[config.mk]
export PLATFORM = sky130hd
export DESIGN_NAME = pot_accumulator
export DESIGN_NICKNAME = d
export VERILOG_FILES = /design/src/rtl/pot_accumulator_pkg.sv /design/src/rtl/pot_accumulator_signed_saturate.sv /design/src/rtl/pot_accumulator.sv
export SDC_FILE = /design/constraint.sdc
export NUM_CORES = 1
export LEC_CHECK = 0
export ABC_AREA = 0
export CORE_MARGIN = 5
export CORE_UTILIZATION = 46
export CTS_BUF_LIST = sky130_fd_sc_hd__clkbuf_8
export DETAILED_ROUTE_END_ITERATION = 10
export PLACE_DENSITY_LB_ADDON = 0.1
export REMOVE_ABC_BUFFERS = 1
export SLEW_MARGIN = 30
export SYNTH_ARGS = -nofsm -noshare
export SYNTH_HDL_FRONTEND = slang
export SYNTH_SLANG_ARGS = --single-unit
[constraint.sdc]
create_clock -name clk -period 2.75 [get_ports clk]
set_input_delay 0.4125 -clock clk [delete_from_list [all_inputs] [get_ports clk]]
set_output_delay 0.4125 -clock clk [all_outputs]
set_load 0.1 [all_outputs]
[src/rtl/pot_accumulator_pkg.sv]
// Shared types and helpers for the power-of-two dot-product accumulator.
package pot_accumulator_pkg;

    typedef enum logic {
        ACCUM = 1'b0,
        HOLD  = 1'b1
    } acc_state_e;

    // Ceiling log2, evaluated at elaboration time for widths.
    function automatic int unsigned clog2(input int unsigned value);
        int unsigned result;
        int unsigned rem;
        result = 0;
        rem    = (value > 0) ? value - 1 : 0;
        while (rem > 0) begin
            result = result + 1;
            rem    = rem >> 1;
        end
        return result;
    endfunction

endpackage

[src/rtl/pot_accumulator_signed_saturate.sv]
// Clips a signed value into a narrower signed range and flags the clip.
module signed_saturate #(
    parameter int unsigned IN_WIDTH  = 12,
    parameter int unsigned OUT_WIDTH = 8
) (
    input  logic signed [IN_WIDTH-1:0]  value,
    output logic signed [OUT_WIDTH-1:0] value_sat,
    output logic                        overflow
);

    generate
        if (OUT_WIDTH >= IN_WIDTH) begin : g_pass
            // Output is wide enough for every input: sign-extend only.
            assign value_sat = OUT_WIDTH'(value);
            assign overflow  = 1'b0;
        end else begin : g_clip
            localparam logic signed [OUT_WIDTH-1:0] SAT_MAX = {1'b0, {(OUT_WIDTH-1){1'b1}}};
            localparam logic signed [OUT_WIDTH-1:0] SAT_MIN = {1'b1, {(OUT_WIDTH-1){1'b0}}};

            logic [IN_WIDTH-OUT_WIDTH:0] top_bits;
            logic                        fits;

            // Value fits when all bits above the output sign bit match it.
            assign top_bits  = value[IN_WIDTH-1:OUT_WIDTH-1];
            assign fits      = (&top_bits) | ~(|top_bits);
            assign overflow  = ~fits;
            assign value_sat = fits ? value[OUT_WIDTH-1:0]
                                    : (value[IN_WIDTH-1] ? SAT_MIN : SAT_MAX);
        end
    endgenerate

endmodule

[src/rtl/pot_accumulator.sv]
// Accumulates VECTOR_LENGTH signed product terms and emits one saturated sum per vector.
module pot_accumulator
    import pot_accumulator_pkg::*;
#(
    parameter int unsigned PRODUCT_BIT_WIDTH = 8,
    parameter int unsigned VECTOR_LENGTH     = 16,
    parameter int unsigned OUTPUT_BIT_WIDTH  = 16
) (
    input  logic                                clk,
    input  logic                                rst,
    input  logic                                clear,
    input  logic                                in_valid,
    output logic                                in_ready,
    input  logic signed [PRODUCT_BIT_WIDTH-1:0] in_product,
    output logic                                out_valid,
    input  logic                                out_ready,
    output logic signed [OUTPUT_BIT_WIDTH-1:0]  out_sum,
    output logic                                out_overflow
);

    localparam int unsigned ACC_BIT_WIDTH = PRODUCT_BIT_WIDTH + clog2(VECTOR_LENGTH);
    localparam int unsigned CNT_W         = clog2(VECTOR_LENGTH);
    localparam logic [CNT_W-1:0] CNT_LAST = CNT_W'(VECTOR_LENGTH - 1);

    acc_state_e                        state_q, state_d;
    logic signed [ACC_BIT_WIDTH-1:0]   acc_q, acc_d;
    logic [CNT_W-1:0]                  cnt_q, cnt_d;
    logic signed [OUTPUT_BIT_WIDTH-1:0] out_sum_q, out_sum_d;
    logic                              out_ovf_q, out_ovf_d;

    logic signed [ACC_BIT_WIDTH-1:0]   sum_c;
    logic signed [OUTPUT_BIT_WIDTH-1:0] sat_c;
    logic                              ovf_c;

    // Accumulator width is sized so this addition never wraps.
    assign sum_c = acc_q + ACC_BIT_WIDTH'(in_product);

    signed_saturate #(
        .IN_WIDTH (ACC_BIT_WIDTH),
        .OUT_WIDTH(OUTPUT_BIT_WIDTH)
    ) u_sat (
        .value    (sum_c),
        .value_sat(sat_c),
        .overflow (ovf_c)
    );

    // Next-state: clear beats every handshake; last term latches the result.
    always_comb begin
        state_d   = state_q;
        acc_d     = acc_q;
        cnt_d     = cnt_q;
        out_sum_d = out_sum_q;
        out_ovf_d = out_ovf_q;
        if (clear) begin
            state_d = ACCUM;
            acc_d   = '0;
            cnt_d   = '0;
        end else begin
            case (state_q)
                ACCUM: begin
                    if (in_valid) begin
                        if (cnt_q == CNT_LAST) begin
                            out_sum_d = sat_c;
                            out_ovf_d = ovf_c;
                            acc_d     = '0;
                            cnt_d     = '0;
                            state_d   = HOLD;
                        end else begin
                            acc_d = sum_c;
                            cnt_d = cnt_q + CNT_W'(1);
                        end
                    end
                end
                HOLD: begin
                    if (out_ready) begin
                        state_d = ACCUM;
                    end
                end
                default: state_d = ACCUM;
            endcase
        end
    end

    always_ff @(posedge clk or posedge rst) begin
        if (rst) begin
            state_q   <= ACCUM;
            acc_q     <= '0;
            cnt_q     <= '0;
            out_sum_q <= '0;
            out_ovf_q <= 1'b0;
        end else begin
            state_q   <= state_d;
            acc_q     <= acc_d;
            cnt_q     <= cnt_d;
            out_sum_q <= out_sum_d;
            out_ovf_q <= out_ovf_d;
        end
    end

    assign in_ready     = (state_q == ACCUM);
    assign out_valid    = (state_q == HOLD);
    assign out_sum      = out_sum_q;
    assign out_overflow = out_ovf_q;

endmodule

==> impl_results.md, run 1 <==
* Outcome: finished clean
* Worst Setup Path Type: in2reg
* Fin nets at 230
* Clock buffer count from CTS at 5
* Pin count of the biggest net entering global routing at 30
* Post-Syn Area at 0.001699 mm^2
* Yosys top cell area share at 42.71%
* Antenna violation net count after detailed routing at 0
* R2r startpoint: acc_q[0]
* Worst Hold Class: reg2reg
* Inst Count DP at 245
* Clock skew at 0.004013 ns
* GRT Util Overall at 16.17%
* Mapped Cells at 171
* Clk slew on worst S/H paths at 0.06 ns
* Crit end category: register
* Main flop type after synthesis: dfrtp_1
* RSZ-0062 raised after global routing: no
* Layout cells sized above 1 at 22.93%
* Worst Setup SP: in_product[0]
* Violation count after the first detailed-route iteration at 100
* Worst path max stage delay at 0.47 ns
* Yosys warnings at 0
* CTS tree: yes
* Synth Register Bits at 29
* Crit path max fanout at 3
* Hold Path Origin: out_sum[0]
* Final Hold Vio Count at 0
* Part of the cycle the worst path needs at 86.25%
* Clk buf depth at 2
* H-Tree Depth at 2
* Data arrival, critical path at 2.53 ns
* Post-CTS Resized at 0
* Core area at 0.003606 mm^2
* Worst path top cell family by delay: adder cells
* Hold-fix buffers, CTS at 0
* Minimum clock period at 2.372 ns
* Worst endpoint required time at 2.91 ns
* Via count at 1326
* Non-Filler Instances at 253
* Total die area at 0.005009 mm^2
* Fmax at 421.6 MHz
* Area delta synth->final at 22.46%
* Final core occ at 57.70%
* Ys async rst share at 100.0%
* Maximum vdd drop at 0.3220 mV
* Vias per cell at 5.241
* Most frequent cells in the layout: nand2_1 (35), dfrtp_1 (29), buf_4 (23)
* Static Leak at 1.052 nW
* Number of remaining DRC errors at 0
* Clock tree sinks at 29
* Cell type with the largest total area after synthesis: dfrtp_1
* Wire length per cell at 14.48 um
* Overflow after GRT at 0
* Number of synthesized flops with an enable pin at 0
* Antenna violations before repair at 0
* Ant diodes at 0
* Synth cell types at 39
* Clock root buffer: clkbuf_8
* Ports at 32
* Post-CTS Setup Inserts at 0
* GP Congestion at 0.8681
* Slew Viols, Final at 0
* Seq/Total Area, Yosys at 42.71%
* Vias in the first global route at 1438
* Starting Density at 47.12%
* Die Width at 70.78 um
* Clock Latency Late Sink at 0.27 ns
* Post-DP HPWL at 2779 um
* Max-cap violations at 0
* Commonest non-fill, non-tap cell in the layout: nand2_1
* Drt total wl at 3663 um
* First-pass GRT wire length at 6486 um
* Critical path, cell by cell: clkdlybuf4s50_1, ha_1, inv_1, fa_1, nand2b_1, a21oi_1, a211oi_2, o21ai_1, xor2_1, mux2_2
* Buf+Inv Stages, Crit Path at 2
* Critical Path Source Type: input port
* Syn_area_per_cell at 9.936 um^2
* IO buf count at 30
* Pre-antenna DRT Iters at 4
* Final setup fails at 0
* PwrDens at 532.8 mW/mm^2
* Slowest cell on crit path: clkdlybuf4s50_1
* Site Rows at 22
* Synth area leaders: dfrtp_1 (43%), ha_1 (8.8%), nand2_1 (7.7%)
* Chip height at 70.78 um
[power breakdown]
group	total [mW]	switching (mW)	internal [mW]	leakage, nW
Combinational	0.306	0.167	0.138	0.607
Clock	0.329	0.158	0.171	0.0491
Sequential	0.474	0.0192	0.455	0.396
[metrics by stage]
stage / setup WS [ns] / setup TNS (ns) / power [mW] / area, um^2 / hold WS (ns)
3_3_place_gp: 0.1459 / 0 / 0.7780 / 1998 / 0.4608
3_5_place_dp: 0.1097 / 0 / 0.7841 / 1998 / 0.4640
6_report: 0.3781 / 0 / 1.109 / 2081 / 0.4741
5_1_grt: 0.2440 / 0 / 1.179 / 2081 / 0.5099
4_1_cts: 0.3860 / 0 / 1.114 / 2081 / 0.4805
2_1_floorplan: -1.130 / -5.826 / 0.7114 / 1645 / 0.4713
[worst min-delay path, stage by stage, from the launching register on]
cell and delay [ns]:
dfrtp_1 0.34, nand2_1 0.05, nand2_1 0.05
[routing by layer]
metal / global-route usage (%) / routed length [um]
met1: 19.32 / 1643
met2: 27.29 / 1855
met3: 5.540 / 147
met4: 5.219 / 16
met5: 0 / 0
[cell usage after synthesis, types with 2 or more instances]
master and number:
buf_4 5, ha_1 12, inv_1 6, nand2b_1 3, nor2_1 5, a211oi_2 2
nand3_1 2, nand2_1 35, o211ai_2 2, xor2_1 6, o211ai_1 2, mux2_2 4
dfrtp_1 29, nand4_1 2, inv_2 2, clkbuf_1 3, a21oi_2 2, xnor2_1 5
o21ai_1 8, a22o_1 10, a21oi_1 8
[registers in the layout (all words and copies together) (netlist names)]
signal	count
acc_q	12
cnt_q	4
out_sum	12
out_valid	1
[cells by family after synthesis]
| family | Yosys count | synth area share (%) |
|---|---|---|
| AND/OR/NAND/NOR | 54 | 14.51 |
| adder cells (fa/ha/maj) | 13 | 10.01 |
| AO/OA/AOI/OAI | 40 | 17.38 |
| XOR/XNOR | 12 | 6.995 |
| multiplexers | 5 | 3.240 |
| buffers and inverters | 17 | 4.934 |
| flip-flops | 29 | 42.71 |
| other | 1 | 0.2207 |
[final timing paths]
kind,slack (ns),end,cells after the start
max,0.38,out_sum[8],10
min reg2reg,0.47,out_sum[0],2
max reg2reg,0.62,out_sum[8],9
min,0.47,out_sum[0],2
max in group asynchronous,1.94,out_sum[7],3
min in group asynchronous,0.51,out_sum[9],3
[final cells by class]
cell class | instances | area [um^2]
Inverter | 8 | 30.03
Tap cell | 48 | 60.06
Sequential cell | 29 | 725.7
Timing Repair Buffer | 35 | 292.8
Clock inverter | 3 | 13.76
Multi-Input combinational cell | 125 | 889.6
Clock buffer | 5 | 68.82
Fill cell | 316 | 1525
Power figures use the tool's default switching activity.
==> inputs of run 2 (changes only) <==
- ABC_CLOCK_PERIOD_IN_PS: unset -> 2750
==> results of run 2 <==
Same layout as run 1: the final DEF is identical, and so are final timing and power.
